===== config.mk =====
export PLATFORM = sky130hd
export DESIGN_NAME = updown_tick_counter
export DESIGN_NICKNAME = d
export VERILOG_FILES = /design/src/rtl/updown_tick_counter_pkg.sv /design/src/rtl/updown_tick_counter_tick_prescaler.sv /design/src/rtl/updown_tick_counter.sv
export SDC_FILE = /design/constraint.sdc
export NUM_CORES = 1
export LEC_CHECK = 0
export ABC_AREA = 1
export ABC_CLOCK_PERIOD_IN_PS = 4400
export BUFFER_PORTS_ARGS = -buffer_cell sky130_fd_sc_hd__clkbuf_2
export CAP_MARGIN = 20
export CORE_MARGIN = 2
export CORE_UTILIZATION = 60
export DETAILED_ROUTE_END_ITERATION = 10
export HOLD_SLACK_MARGIN = 0.1
export PLACE_DENSITY = 0.8
export SYNTH_ARGS = -nofsm -noshare
export SYNTH_HDL_FRONTEND = slang
export SYNTH_SLANG_ARGS = --single-unit

===== constraint.sdc =====
create_clock -name clk -period 4.4 [get_ports clk]
set_input_delay 0 -clock clk [delete_from_list [all_inputs] [get_ports clk]]
set_output_delay 0 -clock clk [all_outputs]
set_load 0.005 [all_outputs]

===== src/rtl/updown_tick_counter_pkg.sv =====
// Shared constants and helpers for the tick-driven up/down counter family.
// Board clock defaults and the saturate-mode encoding live here.
package updown_tick_counter_pkg;

    // 50 MHz board clock -> one count step per second.
    localparam int DEFAULT_TICK_DIV = 50_000_000;

    localparam int WRAP = 0;
    localparam int SAT  = 1;

    function automatic int clog2(input int value);
        int result;
        int v;
        result = 0;
        v      = value - 1;
        while (v > 0) begin
            result = result + 1;
            v      = v >> 1;
        end
        return result;
    endfunction

endpackage


===== src/rtl/updown_tick_counter_tick_prescaler.sv =====
// Clock-enable prescaler: emits a one-cycle step every TICK_DIV clocks while en is high.
// Dropping en clears the phase, so the next step is a full interval away.
module tick_prescaler
    import updown_tick_counter_pkg::*;
#(
    parameter int TICK_DIV = DEFAULT_TICK_DIV
) (
    input  logic clk,
    input  logic rst,
    input  logic en,
    output logic step
);

    localparam int PW_RAW = clog2(TICK_DIV);
    localparam int PW     = (PW_RAW < 1) ? 1 : PW_RAW;
    localparam logic [PW-1:0] LAST = PW'(TICK_DIV - 1);

    logic [PW-1:0] p_q;
    logic [PW-1:0] p_d;

    assign step = en && (p_q == LAST);

    always_comb begin
        p_d = p_q;
        if (!en) begin
            p_d = '0;
        end else if (p_q == LAST) begin
            p_d = '0;
        end else begin
            p_d = p_q + PW'(1);
        end
    end

    always_ff @(posedge clk or negedge rst) begin
        if (!rst) begin
            p_q <= '0;
        end else begin
            p_q <= p_d;
        end
    end

endmodule


===== src/rtl/updown_tick_counter.sv =====
// Modulo up/down counter advanced by an internal prescaler step, with wrap or
// saturate behaviour at the limits, synchronous load and carry/borrow pulses.
module updown_tick_counter
    import updown_tick_counter_pkg::*;
#(
    parameter int WIDTH    = 4,
    parameter int MAX_VAL  = (1 << WIDTH) - 1,
    parameter int TICK_DIV = DEFAULT_TICK_DIV,
    parameter int SATURATE = WRAP
) (
    input  logic             clk,
    input  logic             rst,
    input  logic             en,
    input  logic             up,
    input  logic             down,
    input  logic             load,
    input  logic [WIDTH-1:0] load_val,
    output logic [WIDTH-1:0] count,
    output logic             tick,
    output logic             carry,
    output logic             borrow,
    output logic             at_max,
    output logic             at_min
);

    localparam logic [WIDTH-1:0] MAX_W = WIDTH'(MAX_VAL);

    logic             step;
    logic [WIDTH-1:0] count_q, count_d;
    logic             tick_q, tick_d;
    logic             carry_q, carry_d;
    logic             borrow_q, borrow_d;

    tick_prescaler #(
        .TICK_DIV (TICK_DIV)
    ) u_prescaler (
        .clk  (clk),
        .rst  (rst),
        .en   (en),
        .step (step)
    );

    // Limits are compared before stepping, so WIDTH-bit overflow never appears.
    always_comb begin
        count_d  = count_q;
        tick_d   = 1'b0;
        carry_d  = 1'b0;
        borrow_d = 1'b0;
        if (load) begin
            count_d = (load_val > MAX_W) ? MAX_W : load_val;
        end else if (step) begin
            tick_d = 1'b1;
            if (up && !down) begin
                if (count_q == MAX_W) begin
                    if (SATURATE == WRAP) begin
                        count_d = '0;
                        carry_d = 1'b1;
                    end
                end else begin
                    count_d = count_q + WIDTH'(1);
                end
            end else if (down && !up) begin
                if (count_q == '0) begin
                    if (SATURATE == WRAP) begin
                        count_d  = MAX_W;
                        borrow_d = 1'b1;
                    end
                end else begin
                    count_d = count_q - WIDTH'(1);
                end
            end
        end
    end

    always_ff @(posedge clk or negedge rst) begin
        if (!rst) begin
            count_q  <= '0;
            tick_q   <= 1'b0;
            carry_q  <= 1'b0;
            borrow_q <= 1'b0;
        end else begin
            count_q  <= count_d;
            tick_q   <= tick_d;
            carry_q  <= carry_d;
            borrow_q <= borrow_d;
        end
    end

    assign count  = count_q;
    assign tick   = tick_q;
    assign carry  = carry_q;
    assign borrow = borrow_q;
    assign at_max = (count_q == MAX_W);
    assign at_min = (count_q == '0);

endmodule


==> results.md <==
- Clk pin slew, worst setup/hold paths: 0.11 ns
- Critical path type: flip-flop to flip-flop
- Layout Utilization: around 74%
- Mapped cell area: 2110 um2
- Area after DPL: 2250 um2
- Final Hold Fails: 0
- Clk Latency, worst-skew pair: 0.35 ns
- Most common cell after layout, fill and taps aside: nand2_1
- DR vias: 2,067
- WP data required: 4.70 ns
- I/O pin cnt: 19
- RePlAce Congestion: roughly 0.91
- Share of layout cells above drive strength 1: between 10% and 20%
- Synth Warn #: 0
- Distinct cell type count after synthesis: 27
- Slew headroom: 45.3%
- Initial antenna violation count: 0
- Area Overhead vs Synth: 17.7%
- Port Buf Inserts: 18
- WHS: 0.132 ns
- Status: completed
- PwrDens: 263 nW/um2
- Initial Util: a little over three fifths
- Total chip power: 654 uW
- Total GRT Usage: approximately 30%
- Setup Skew: around 0.0094 ns
- Vias in the first global route: 2,067
- Startpoint types: flip-flop
- Critical Path End Type: flip-flop
- CTS buffer count: 5
- Worst hold path type: primary input to flip-flop
- Post-Syn Nets: 313
- Max Fclk: ~0.40 GHz
- Crit-path max FO: 6
- Nets: 351
- Post-Syn Instances: 300
- Avg WL per Cell: approximately 14 um
- Final setup viols: 0
- Die X-Extent: around 63 um
- Total Negative Setup Slacks: 0 ns
- First-pass GRT wire length: 9.38 mm
- Most frequent cells in the layout: 81 x nand2_1, 57 x nor2_1, 33 x dfrtp_1, 31 x inv_1, 31 x nand3_1
- Clock Path Buffers: 2
- CTS HTree Levels: 2
- Die area: 4010 um2
- Setup WS post-layout: 1.92 ns
- Via density: 5.37
- CP cell instances: inv_1 > ha_1 > nand2_1 > nor2_1 > nand3_1 > dlygate4sd3_1 > nor2_1 > dlygate4sd3_1
- Pin count of the biggest net entering global routing: 34
- Rows: 21
- Final WL: 5.38 mm
- Drt pass-1 iters: 4
- Largest stage delay, worst path: 0.57 ns
- Grt ovf: 0
- TritonCTS clock tree: yes
- Root Driver: clkbuf_4
- Worst slew pin tran: slightly above 0.8 ns
- Diode count: 0
- Max-cap violations: 0
- RSZ-0062 raised after global routing: false
- Post-route cell area: 2480 um2
- Final cell count without fillers: 385
- Pre-CTS WS: 2.59 ns
- Placed Cells: 363
- Synth Register Bits: 33
- Final Slew Violations: 0
- DIE HEIGHT: 63.3 um
- # clock sinks: 33
- VDD IR-drop max: 177 uV
- CP max-delay cell: dlygate4sd3_1
- Placeable Area: between 3000 and 4000 um2
- Setup Buffers After CTS: 0
- Period Utilization, post-route: a little under three fifths
- Final ANT Viol Nets: 0
- Min Clock Period, post-route: 2.48 ns
- Static Leak: 1.12 nW
- Worst endpoint data arrival time: around 2.8 ns
- Residual DRC: 0
- Seq/Total Area, Yosys: 39.1%
- 1st-iter DRT viols: 156
- Hpwl dp: approximately 3.8 mm
- Syn avg cell area: between 7 and 8 um2
## Yosys cell counts
library cell	n	share of area, %
a21oi_1	2	0.47
clkbuf_1	1	0.18
nor3_4	1	0.77
nor2_1	57	10
ha_1	3	1.8
inv_1	31	5.5
and3_1	1	0.30
dfrtp_1	33	39
xnor2_1	4	1.7
nand2_2	5	1.5
nor3_2	1	0.47
o21ai_1	1	0.24
nand3_1	31	7.4
nand3_4	1	0.83
nor3_1	5	1.2
inv_2	3	0.53
xor2_1	9	3.7
o21ai_4	1	0.77
nand2_1	81	14
nor2_2	11	3.3
nor2_4	3	1.6
nand4_1	5	1.5
a31oi_1	1	0.30
o21ai_0	6	1.4
a211oi_1	1	0.36
nand3_2	1	0.47
clkinv_1	1	0.18
## timing repair
action	CTS	global route
hold buffers	14	0
gates resized for setup	0	0
endpoints found under the hold margin	43	0
## path summary, 6_finish.rpt
path | cells after the start | end | slack [ns] | from
worst max-delay path | 8 | borrow | 1.92 | count[0]
worst min-delay path | 4 | count[1] | 0.13 | load
worst max register to register | 8 | borrow | 1.92 | count[0]
worst min register to register | 1 | u_prescaler.p_q[0] | 0.55 | u_prescaler.p_q[0]
max in group asynchronous | 2 | u_prescaler.p_q[24] | 3.62 | rst
min in group asynchronous | 2 | u_prescaler.p_q[11] | 0.26 | rst
## sequential cells by signal (all words and copies together), names as in the netlist
name,cells
carry,1
count,4
u_prescaler.p_q,26
tick,1
borrow,1
## cell type report
| class | instances | area, um2 |
|---|---|---|
| well taps | 46 | 57.6 |
| multi-input cells | 231 | 1150 |
| clock buffers | 6 | 51.3 |
| repair buffers | 32 | 230 |
| flip-flops and latches | 33 | 826 |
| clock inverters | 2 | 37.5 |
| inverters | 35 | 131 |
| fillers | 295 | 880 |
## metal layers
layer	track usage [%]	routed length, um	vias to the layer above
li1	-	-	1021
met1	36.9	2240	948
met2	51.3	2600	82
met3	7.86	392	16
met4	11.7	145	0
met5	0	0	-
## critical path, delay by kind of cell, from the launching register on
kind	cells	cell delay, ns
buffers and inverters	3	1.26
AND/OR/NAND/NOR	4	0.52
flip-flops	1	0.46
adder cells (fa/ha/maj)	1	0.20
## cells by family (layout without fill, tap and decap cells)
family / Yosys count / in the layout / share of synthesized area [%]
buffers and inverters: 36 / 75 / 6.40
AO/OA/AOI/OAI: 12 / 12 / 3.56
AND/OR/NAND/NOR: 203 / 203 / 43.7
XOR/XNOR: 13 / 13 / 5.39
adder cells (fa/ha/maj): 3 / 3 / 1.78
flip-flops: 33 / 33 / 39.1
## where the power goes
part / switching, mW / internal [mW] / total (mW) / leakage (nW)
Clock: 0.112 / 0.135 / 0.247 / 0.0445
Combinational: 0.0485 / 0.0333 / 0.0818 / 0.620
Sequential: 0.0142 / 0.311 / 0.325 / 0.452
Note: power is estimated with default switching activity, not from simulation.
